$ cat src/rtl/key_note_recorder_pkg.sv
// Shared types and constants for the key note recorder.
package key_note_recorder_pkg;

  // State encoding matches the externally visible state port.
  typedef enum logic [1:0] {
    StIdle   = 2'd0,
    StRecord = 2'd1,
    StPlay   = 2'd2
  } rec_state_e;

  localparam logic [3:0] REST_NOTE = 4'd15;
  localparam logic [3:0] MAX_NOTE  = 4'd13;

  function automatic logic note_is_valid(input logic [3:0] note);
    return note <= MAX_NOTE;
  endfunction

endpackage

$ cat src/rtl/key_note_recorder_note_fifo.sv
// note_fifo: note storage with a write port, indexed read and a registered
// count with full/empty flags. Storage itself is not reset.
module note_fifo #(
  parameter int unsigned DEPTH = 16,
  localparam int unsigned AW = (DEPTH > 1) ? $clog2(DEPTH) : 1,
  localparam int unsigned CW = $clog2(DEPTH) + 1
) (
  input  logic          clk,
  input  logic          rst,
  input  logic          clear,
  input  logic          wr_en,
  input  logic [3:0]    wr_data,
  input  logic [AW-1:0] rd_addr,
  output logic [3:0]    rd_data,
  output logic [CW-1:0] count,
  output logic          full,
  output logic          empty
);

  logic [3:0]    mem [DEPTH];
  logic [AW-1:0] wr_ptr_q, wr_ptr_d;
  logic [CW-1:0] count_q, count_d;
  logic          full_q, empty_q;
  logic          do_write;

  // Next write pointer and count; clear wins over a write, writes drop when full.
  always_comb begin
    do_write = wr_en && !clear && (count_q < CW'(DEPTH));
    wr_ptr_d = wr_ptr_q;
    count_d  = count_q;
    if (clear) begin
      wr_ptr_d = '0;
      count_d  = '0;
    end else if (do_write) begin
      wr_ptr_d = wr_ptr_q + AW'(1);
      count_d  = count_q + CW'(1);
    end
  end

  // Pointer, count and flags, flags derived from the next count so they stay aligned.
  always_ff @(posedge clk or posedge rst) begin
    if (rst) begin
      wr_ptr_q <= '0;
      count_q  <= '0;
      full_q   <= 1'b0;
      empty_q  <= 1'b1;
    end else begin
      wr_ptr_q <= wr_ptr_d;
      count_q  <= count_d;
      full_q   <= (count_d == CW'(DEPTH));
      empty_q  <= (count_d == '0);
    end
  end

  // Note storage write.
  always_ff @(posedge clk) begin
    if (do_write) begin
      mem[wr_ptr_q] <= wr_data;
    end
  end

  assign rd_data = mem[rd_addr];
  assign count   = count_q;
  assign full    = full_q;
  assign empty   = empty_q;

endmodule

$ cat src/rtl/key_note_recorder.sv
// key_note_recorder: records keyboard notes and plays them back, one beat each.
// Optional macro LOOP_PLAY_EN: playback wraps to the first note instead of
// returning to idle after one pass.
module key_note_recorder
  import key_note_recorder_pkg::*;
#(
  parameter int unsigned DEPTH       = 16,
  parameter int unsigned BEAT_CYCLES = 25_000_000,
  localparam int unsigned CW = $clog2(DEPTH) + 1
) (
  input  logic          clk,
  input  logic          rst,
  input  logic [3:0]    note_in,
  input  logic          note_valid,
  input  logic          rec_start,
  input  logic          play_start,
  input  logic          stop,
  output logic [3:0]    note_out,
  output logic [1:0]    state,
  output logic [CW-1:0] count,
  output logic          full,
  output logic          empty
);

  localparam int unsigned AW = (DEPTH > 1) ? $clog2(DEPTH) : 1;
  localparam int unsigned BW = (BEAT_CYCLES > 1) ? $clog2(BEAT_CYCLES) : 1;

  rec_state_e    state_q, state_d;
  logic [AW-1:0] rd_ptr_q, rd_ptr_d;
  logic [BW-1:0] beat_q, beat_d;
  logic [3:0]    note_q, note_d;
  logic [3:0]    rd_data;
  logic          fifo_clear, fifo_wr;
  logic          beat_done, last_entry;

  note_fifo #(
    .DEPTH (DEPTH)
  ) u_note_fifo (
    .clk     (clk),
    .rst     (rst),
    .clear   (fifo_clear),
    .wr_en   (fifo_wr),
    .wr_data (note_in),
    .rd_addr (rd_ptr_d),
    .rd_data (rd_data),
    .count   (count),
    .full    (full),
    .empty   (empty)
  );

  // Next-state, pointer/beat updates and the registered note output value.
  always_comb begin
    state_d    = state_q;
    rd_ptr_d   = rd_ptr_q;
    beat_d     = beat_q;
    fifo_clear = 1'b0;
    fifo_wr    = 1'b0;
    beat_done  = (beat_q == BW'(BEAT_CYCLES - 1));
    last_entry = ((CW'(rd_ptr_q) + CW'(1)) == count);

    if (stop) begin
      state_d = StIdle;
    end else if (rec_start) begin
      state_d    = StRecord;
      fifo_clear = 1'b1;
    end else begin
      case (state_q)
        StIdle, StRecord: begin
          if (state_q == StRecord && note_valid && note_is_valid(note_in)) begin
            fifo_wr = 1'b1;
          end
          if (play_start && !empty) begin
            state_d  = StPlay;
            rd_ptr_d = '0;
            beat_d   = '0;
          end
        end
        StPlay: begin
          if (beat_done) begin
            beat_d = '0;
            if (last_entry) begin
`ifdef LOOP_PLAY_EN
              rd_ptr_d = '0;
`else
              state_d = StIdle;
`endif
            end else begin
              rd_ptr_d = rd_ptr_q + AW'(1);
            end
          end else begin
            beat_d = beat_q + BW'(1);
          end
        end
        default: state_d = StIdle;
      endcase
    end

    // The read address follows the next pointer so note_out lines up with it.
    note_d = (state_d == StPlay) ? rd_data : REST_NOTE;
  end

  // State, read pointer, beat counter and output note registers.
  always_ff @(posedge clk or posedge rst) begin
    if (rst) begin
      state_q  <= StIdle;
      rd_ptr_q <= '0;
      beat_q   <= '0;
      note_q   <= REST_NOTE;
    end else begin
      state_q  <= state_d;
      rd_ptr_q <= rd_ptr_d;
      beat_q   <= beat_d;
      note_q   <= note_d;
    end
  end

  assign note_out = note_q;
  assign state    = state_q;

endmodule

$ cat config.mk
export PLATFORM = sky130hd
export DESIGN_NAME = key_note_recorder
export DESIGN_NICKNAME = d
export VERILOG_FILES = /design/src/rtl/key_note_recorder_pkg.sv /design/src/rtl/key_note_recorder_note_fifo.sv /design/src/rtl/key_note_recorder.sv
export SDC_FILE = /design/constraint.sdc
export NUM_CORES = 1
export LEC_CHECK = 0
export CAP_MARGIN = 10
export CORE_ASPECT_RATIO = 1.75
export CORE_MARGIN = 3
export CORE_UTILIZATION = 28
export DETAILED_ROUTE_END_ITERATION = 10
export SLEW_MARGIN = 30
export SYNTH_ARGS = -nofsm -noshare
export SYNTH_HDL_FRONTEND = slang
export SYNTH_HIERARCHICAL = 1
export SYNTH_SLANG_ARGS = --single-unit
$ cat constraint.sdc
create_clock -name clk -period 2.95 [get_ports clk]
set_input_delay 0.885 -clock clk [delete_from_list [all_inputs] [get_ports clk]]
set_output_delay 0.885 -clock clk [all_outputs]
set_load 0.02 [all_outputs]
# [After elaboration in Yosys (flattened, before gate mapping)]
# Memory sizes are Yosys's and may differ from the RTL's.
# Cells that the tools add are included.
[word_totals] regBits=46 latchBits=0 mem_bits_rw=64 rom_bits=0 in_bits=10 out_inout_bits=13 wordCells=66 memories=1
[memory_table] memory="u_note_fifo.mem" words=16 word_bits=4 rd=1 rd_ports_with_merged_regs=0 write_ports=1 line_no="key_note_recorder_note_fifo.sv:20" text="logic [3:0] mem [DEPTH];"
[classes] addsub=5 n_mul=0 n_div=0 order_cmp=2 n_eq_ne=7 shift=0 mux=28 bitwise_logic=2 reduce_logical=13
[op_table] operator="$mux 25" count=2
[op_table] operator="$pmux 25 s2" count=1
[op_table] operator="$mux 4" count=8
[op_table] operator="$add 25x1->25 const B" count=1
[op_table] operator="$eq 25x25->1 const B" count=1
[op_table] operator="$mux 2" count=5
[op_table] operator="$mux 5" count=2
[op_table] operator="$add 4x1->4 const B" count=2
[op_table] operator="$mux 1" count=8
[op_table] operator="$pmux 4 s2" count=1
[op_table] operator="$add 4x1->5 const B" count=1
[op_table] operator="$add 5x1->5 const B" count=1
[op_table] operator="$eq 5x5->1" count=1
[op_table] operator="$eq 5x5->1 const B" count=1
[op_table] operator="$logic_and 1x1->1" count=5
[op_table] operator="$logic_not 5->1" count=1
[op_table] operator="$lt 5x5->1 const B" count=1
[op_table] operator="$eq 2x2->1 const B" count=2
[op_table] operator="$le 4x4->1 const B" count=1
[op_table] operator="$pmux 2 s2" count=1
[op_table] operator="$reduce_and 4->1" count=1
[op_table] operator="$reduce_bool 2->1" count=2
[op_table] operator="$eq 2x1->1 const B" count=1
[op_table] operator="$logic_not 1->1" count=2
[op_table] operator="4 further kinds" count=5

# [Longest topological paths before layout]
# Gate-level depths: netlist of run 1.
[logic_depth] word_depth=12 depth_mapped=13 depth_no_buf=11

# [Cells and area by module]
# The synthesis of run 1 kept the hierarchy.
[by_module_without_submodules] mod="note_fifo" n_inst=1 cells_per_inst=177 area_each_um2=3154.3 seq_area_each_um2=2198.4
[by_module_without_submodules] mod="key_note_recorder" n_inst=1 cells_per_inst=220 area_each_um2=2013.2 seq_area_each_um2=880.8

# [Worst setup path before layout of run 1]
# OpenSTA, ideal clock, no wires.
[synth_path] kind="flip-flop to flip-flop" from="register beat_q[0]" to="register note_q[1], in the netlist note_out[1]" setup_time_ns=0.082 arrival_ns=2.926 slack_ns=-0.058 stages_incl_launch_ff=14 n_path_buf=2 period_less_slack_ns=3.008 cell_sequence="dfrtp_1 > ha_1 > and4_1 > nand4_1 > nor4_1 > nand3_1 > nor3_1 > a21o_1 > buf_6 > buf_12 > mux4_2 > a22oi_1 > nand3_1 > or2_1"
[synth_via] elab_chain_cells=7
[synth_rtl] item="start, declared" line_no="key_note_recorder.sv:30" text="logic [BW-1:0] beat_q, beat_d;"
[synth_rtl] item="start signal, assigned" line_no="key_note_recorder.sv:112" text="beat_q <= beat_d;"
[synth_rtl] item="$eq 25x25->1" line_no="key_note_recorder.sv:58" text="beat_done = (beat_q == BW'(BEAT_CYCLES - 1));"
[synth_rtl] item="$mux 4" line_no="key_note_recorder.sv:79" text="if (beat_done) begin"
[synth_rtl] item="$pmux 4 s2" line_no="key_note_recorder.sv:67" text="case (state_q)"
[synth_rtl] item="$mux 4" line_no="key_note_recorder.sv:63" text="end else if (rec_start) begin"
[synth_rtl] item="$mux 4" line_no="key_note_recorder.sv:61" text="if (stop) begin"
[synth_rtl] item="named net rd_ptr_d[0]" line_no="key_note_recorder.sv:29" text="logic [AW-1:0] rd_ptr_q, rd_ptr_d;"
[synth_rtl] item="$mem_v2 16x4"
[synth_rtl] item="named net rd_data[1]" line_no="key_note_recorder.sv:32" text="logic [3:0] rd_data;"
[synth_rtl] item="$mux 4" line_no="key_note_recorder.sv:99" text="note_d = (state_d == StPlay) ? rd_data : REST_NOTE;"
[synth_rtl] item="named net note_d[1]" line_no="key_note_recorder.sv:31" text="logic [3:0] note_q, note_d;"
[synth_rtl] item="end signal, assigned" line_no="key_note_recorder.sv:113" text="note_q <= note_d;"
[synth_rtl] item="end, declared" line_no="key_note_recorder.sv:31"
# The timed path passes the listed nets, and every way through them passes these cells.
# A chain may end at the register's enable or synchronous reset.

# [Worst setup path after layout of run 1]
[layout_path] from="register beat_q[0]" to="register note_q[3], in the netlist note_out[3]"
# Same word-level chain as after synthesis.

==> results of run 1 <==
[worst register-to-register path: stages, from the launching register on]
cell and delay (ns):
dfrtp_1 0.36, ha_2 0.19, and4_4 0.25, nand2_4 0.07, nor4_4 0.28, buf_4 0.16, nand2_1 0.04, a21o_1 0.20
buf_4 0.14, a22o_4 0.24, buf_12 0.15, buf_4 0.16, mux4_2 0.31, nand2_2 0.09, nand3_1 0.07, or2_1 0.22
[flip-flops by register name (all words and copies together) (netlist names)]
register	flops
u_note_fifo/mem	64
beat_q	25
u_note_fifo/count	5
note_out	4
rd_ptr_q	4
u_note_fifo/wr_ptr_q	4
state	2
u_note_fifo/empty	1
u_note_fifo/full	1
[cells in the final DEF (no fill, tap or decap), drive strengths merged, types with 9 or more instances in the layout]
cell and count:
nand3 21, xor2 13, clkbuf 9, mux4 16, nand2 34, o21ai 24
inv 14, nor2 36, dfrtp 41, edfxtp 64, and2 18, clkdlybuf4s50 22
buf 70
[power by group]
group / leakage (nW) / internal (mW) / switching, mW
clock: 0.150 / 0.612 / 0.615
combinational: 1.19 / 0.139 / 0.153
sequential: 1.19 / 1.65 / 0.0256
total: 2.53 / 2.40 / 0.793
[per-stage QoR]
step           instance area [um2]  hold slack, ns  util [%]  TNS [ns]  setup WS (ns)
4_1_cts                       6570          0.5447     36.39   -0.3576        -0.1014
5_1_grt                       6645          0.6035     36.81   -0.6332        -0.1712
2_1_floorplan                 5181          0.4670         -         0       0.002364
3_3_place_gp                  6107          0.5067     33.83    -29.40        -0.4884
3_5_place_dp                  6107          0.5338     33.83    -29.84        -0.5699
6_report                      6645          0.5499     36.81   -0.1430       -0.04666
[layer usage]
metal / track usage [%] / share of wire (%) / routed length [um]
met4: 6.067 / 2.9 / 363
met5: 0 / 0 / 0
met1: 12.86 / 36 / 4474
met2: 25.49 / 58 / 7184
met3: 1.666 / 2.4 / 293
[final cells by class]
type | count | area share, %
well taps | 234 | 4.406
clock inverters | 7 | 1.149
repair buffers | 92 | 11.98
inverters | 7 | 0.3954
flip-flops and latches | 110 | 46.34
clock buffers | 9 | 3.389
multi-input cells | 270 | 32.35
[path summary, 6_finish.rpt]
check                           slack (ns)               end  cells past startpoint        from
min in group asynchronous             0.85  u_note_fifo/full                      2         rst
worst min-delay path                  0.55        beat_q[23]                      1  beat_q[23]
worst min register to register        0.55        beat_q[23]                      1  beat_q[23]
worst max register to register       -0.05       note_out[3]                     15   beat_q[0]
worst max-delay path                 -0.05       note_out[3]                     15   beat_q[0]
max in group asynchronous             1.62       note_out[0]                      3         rst
[logic make-up after synthesis]
kind of cell             count (synthesis)  synth area share, %
XOR/XNOR                                20                3.390
multiplexers                            18                8.378
AND/OR/NAND/NOR                        166                17.51
AO/OA/AOI/OAI                           59                7.482
buffers and inverters                   17                1.961
adder cells (fa/ha/maj)                  7                1.695
flip-flops                             110                59.59
[repair_timing]
| item | CTS | global route |
|---|---|---|
| endpoints found under the setup margin | 53 | 66 |
| pin swaps | 12 | 25 |
| endpoints found under the hold margin | 0 | 0 |
| cloned | 2 | 0 |
| setup buffers | 4 | 4 |
| resized for setup | 22 | 43 |
==> flow_metrics.tcl, run 1 <==
set metrics [dict create \
    n_fill_cell 1715 \
    worst-slew-pin-transition_ns 0.5964 \
    instances_no_fill 729 \
    cts_root_buf "clkbuf_16" \
    synth_seq_area_share_pct 59.59 \
    avgRoutedWirePerCell_um 16.89 \
    regArea_um2 3079 \
    max_cap_viol_count 0 \
    antenna_cells 0 \
    synth_top_area_share_pct 37.19 \
    die_h_um 185.7 \
    clock_path_buffers 2 \
    synth_edf_count 64 \
    violations "negative setup slack" \
    pin_count 23 \
    cp_slowest_cell "dfrtp_1" \
    clk_pin_slew_ns 0.08 \
    fin_skew_ns 0.008588 \
    grt_pass1_wl_mm 19.84 \
    outcome "complete, but fails checks" \
    critPathKind "register to register" \
    critPathLaunchType "register" \
    rsz0062_at_grt "yes" \
    multiInputGateArea_um2 2150 \
    yosysMostFrequentCell "edfxtp_1" \
    path_common_cell "buf_4" \
    hp-class "register to register" \
    grtUsageTotal_pct 12.88 \
    critPathRequiredTime_ns 3.24 \
    crit_path_end_kind "register" \
    period_share_pct 101.6 \
    clock-sinks 110 \
    synth_seq_cells 110 \
    htree_levels 3 \
    timing.final.crit_period_ns 2.997 \
    syn_area_um2 5167 \
    die_area_um2 20180 \
    ys_async_sr_fraction_pct 41.82 \
    start_util_pct 28.62 \
    gp_congestion 0.7858 \
    cts_buffers 9 \
    drtIter0Drc 313 \
    ys.flop_type "edfxtp_1" \
    ir_drop_v 0.0002865 \
    worstPathCellList "ha_2 -> and4_4 -> nand2_4 -> nor4_4 -> buf_4 -> nand2_1 -> a21o_1 -> buf_4 -> a22o_4 -> buf_12 -> buf_4 -> mux4_2 -> nand2_2 -> nand3_1 -> or2_1" \
    fin_ws_ns -0.04666 \
    setup_viol 4 \
    grt_max_degree 36 \
    critical-path-top-delay-family "simple AND/OR/NAND/NOR gates" \
    vias 3534 \
    slew_headroom_pct 60.11 \
    yosys_warnings 6 \
    synth.area.top_cells "edfxtp_1 37%, dfrtp_1 20%, mux4_1 7.1%" \
    rows 65 \
    arrival_ns 3.29 \
    routed_wl_mm 12.32 \
    die_x_um 108.7 \
    p_per_area_nw_per_um2 480.5 \
    yosysUniqueCellTypes 57 \
    place_inst 705 \
    hold_viol_final 0 \
    clk_latency_ns 0.36 \
    slowest_delay_ns 0.36 \
    synthCells 397 \
    ys_top_cells_by_count "64 x edfxtp_1, 41 x dfrtp_1, 36 x nor2_1" \
    routed_via_density 4.848 \
    fmax_mhz 333.7 \
    dr.pass1.iters 4 \
    hold_buffers 0 \
    synth.avg_cell_area_um2 13.02 \
    layout-drive-gt1-share_pct 31.52 \
    grt_pass1_vias 3745 \
    ant_nets 0 \
    route.detailed.drc 0 \
    overflow 0 \
    nNetsFinal 507 \
    area_delta_synth_final_pct 28.60 \
    core_um2 18050 \
    port_buffers 22 \
    cts_tree "built" \
    antenna_found_initial 0 \
    path_max_fanout 14 \
    drv_slew 0 \
    path_buf_inv 4 \
    power_mw 3.193 \
    p_leak_nw 2.532 \
    synth_top_cell_by_area "edfxtp_1" \
    syn_nets 414 \
    dpl.hpwl_mm 8.962 \
]
Power figures use the tool's default switching activity.
==> run 2, diff against run 1 <==
Settings changed: CORE_ASPECT_RATIO 1.75 to unset, CORE_MARGIN 3 to unset.
==> run 2 against run 1 <==
Against the previous run:
- clock-buffer cell count unchanged
- the flow still finishes with violations (negative setup slack)
- critical endpoint is now note_out[2]
- core utilization down 0.45 points
- power shrank 1.2%
==> flow_metrics.tcl, run 2 (synthesis gave the netlist of run 1 again) <==
set metrics [dict create \
    outcome "complete, but fails checks" \
    violations "negative setup slack" \
    fin_ws_ns -0.08698 \
    r2r_cells 12 \
    crit_path_end_kind "register" \
    ir_drop_v 0.0004060 \
    port_buffers 22 \
    pin_count 23 \
    r2r-end "note_out[2]" \
    final_core_util_pct 36.36 \
    hold_viol_final 0 \
    rsz0062_at_grt "yes" \
    start_util_pct 28.67 \
    critPathRequiredTime_ns 3.23 \
    slowest_delay_ns 0.60 \
    layout-drive-gt1-share_pct 24.54 \
    dpl.hpwl_mm 8.423 \
    clk_pin_slew_ns 0.08 \
    regMostFlops "u_note_fifo/mem" \
    gp_congestion 0.8540 \
    period_share_pct 102.9 \
    die_x_um 137.9 \
    die_h_um 137.9 \
    n_fill_cell 1755 \
    arrival_ns 3.32 \
    hp-class "register to register" \
    critPathKind "register to register" \
    worst-slew-pin-transition_ns 0.6176 \
    regArea_um2 3079 \
    worstPathCellList "ha_2 -> and4_4 -> nand4_1 -> nor4_4 -> nand3_2 -> nor3_2 -> a21o_4 -> clkbuf_16 -> mux4_1 -> nand3_1 -> nand3_1 -> or2_1" \
    routed_wl_mm 11.87 \
    antenna_found_initial 0 \
    route.detailed.drc 0 \
    rows 49 \
    dr.pass1.iters 4 \
    fin_skew_ns 0.01065 \
    htree_levels 3 \
    die_area_um2 19000 \
    r2r_slack_ns -0.09 \
    routed_via_density 4.936 \
    clk_latency_ns 0.36 \
    drtIter0Drc 225 \
    slew_headroom_pct 58.69 \
    place_inst 699 \
    multiInputGateArea_um2 2062 \
    core_um2 18020 \
    nNetsFinal 505 \
    grtUsageTotal_pct 13.57 \
    p_per_area_nw_per_um2 481.5 \
    crit_end "note_out[2]" \
    critPathLaunchType "register" \
    grt_pass1_wl_mm 19.43 \
    overflow 0 \
    area_delta_synth_final_pct 26.83 \
    cts_tree "built" \
    timing.final.crit_period_ns 3.037 \
    tns_ns -0.2412 \
    vias 3564 \
    mostFrequentLayoutCells "64 x buf_4, 64 x edfxtp_1, 41 x dfrtp_1" \
    p_leak_nw 2.518 \
    cts_buffers 9 \
    grt_max_degree 36 \
    grt_pass1_vias 3813 \
    fmax_mhz 329.3 \
    cp-startpoint "beat_q[1]" \
    clock_path_buffers 2 \
    max_cap_viol_count 0 \
    instances_no_fill 722 \
    cts_root_buf "clkbuf_16" \
    ant_nets 0 \
    setup_viol 4 \
    largest_reg_flops 64 \
    timing.rr.start "beat_q[1]" \
    antenna_cells 0 \
    path_common_cell "nand3_1" \
    cp_slowest_cell "mux4_1" \
    avgRoutedWirePerCell_um 16.44 \
    power_mw 3.156 \
    drv_slew 0 \
    path_max_fanout 4 \
    hp-start "beat_q[11]" \
    clock-sinks 110 \
]
==> run 2: stage by stage <==
| step | instance area [um2] | worst slack, ns | hold slack [ns] |
|---|---|---|---|
| after floorplan | 5181 | 0.002364 | 0.4670 |
| final | 6554 | -0.08698 | 0.5259 |
| after CTS | 6482 | -0.04225 | 0.5272 |
| after detailed placement | 6093 | -0.4080 | 0.5130 |
| after global routing | 6554 | -0.2650 | 0.5667 |
| after global placement | 6093 | -0.4254 | 0.4937 |
==> run 2: area by class of cell <==
cell class | count | share of cell area, %
clock inverter | 7 | 1.241
timing repair buffer | 90 | 12.10
clock buffer | 9 | 3.436
inverter | 7 | 0.4009
multi-input combinational | 270 | 31.46
tap | 229 | 4.372
sequential | 110 | 46.98
==> run 2: per-layer routing <==
metal | global-route usage [%] | up-vias | share of wire, %
met2 | 23.67 | 71 | 50
met1 | 15.82 | 1777 | 43
met5 | 0 | - | 0
met4 | 6.099 | 0 | 3.0
li1 | - | 1693 | -
met3 | 3.070 | 23 | 4.3
==> run 2: worst min path at each step <==
stage	to	slack [ns]	depth (start not counted)
after floorplan	beat_q[11]	0.47	1
after global placement	beat_q[11]	0.49	1
after detailed placement	beat_q[11]	0.51	1
after CTS	beat_q[11]	0.53	1
after global routing	beat_q[11]	0.57	1
final	beat_q[11]	0.53	1
==> run 2: what timing repair did <==
item | CTS | global route
setup endpoints to repair | 19 | 71
buffers inserted | 1 | 4
hold buffers | 0 | 0
pin swaps | 2 | 2
resized for setup | 10 | 10
cloned | 1 | 1
==> run 2: critical path, delay by kind of cell, from the launching register on <==
kind / cells / cell delay [ns]
AO/OA/AOI/OAI: 1 / 0.18
adder cells (fa/ha/maj): 1 / 0.19
buffers and inverters: 1 / 0.16
flip-flops: 1 / 0.36
multiplexers: 1 / 0.60
AND/OR/NAND/NOR: 8 / 1.47
==> run 2: power by group <==
group | switching (mW) | leakage (nW) | internal, mW
clock | 0.622 | 0.150 | 0.608
sequential | 0.0212 | 1.19 | 1.65
combinational | 0.139 | 1.17 | 0.117
total | 0.781 | 2.52 | 2.37
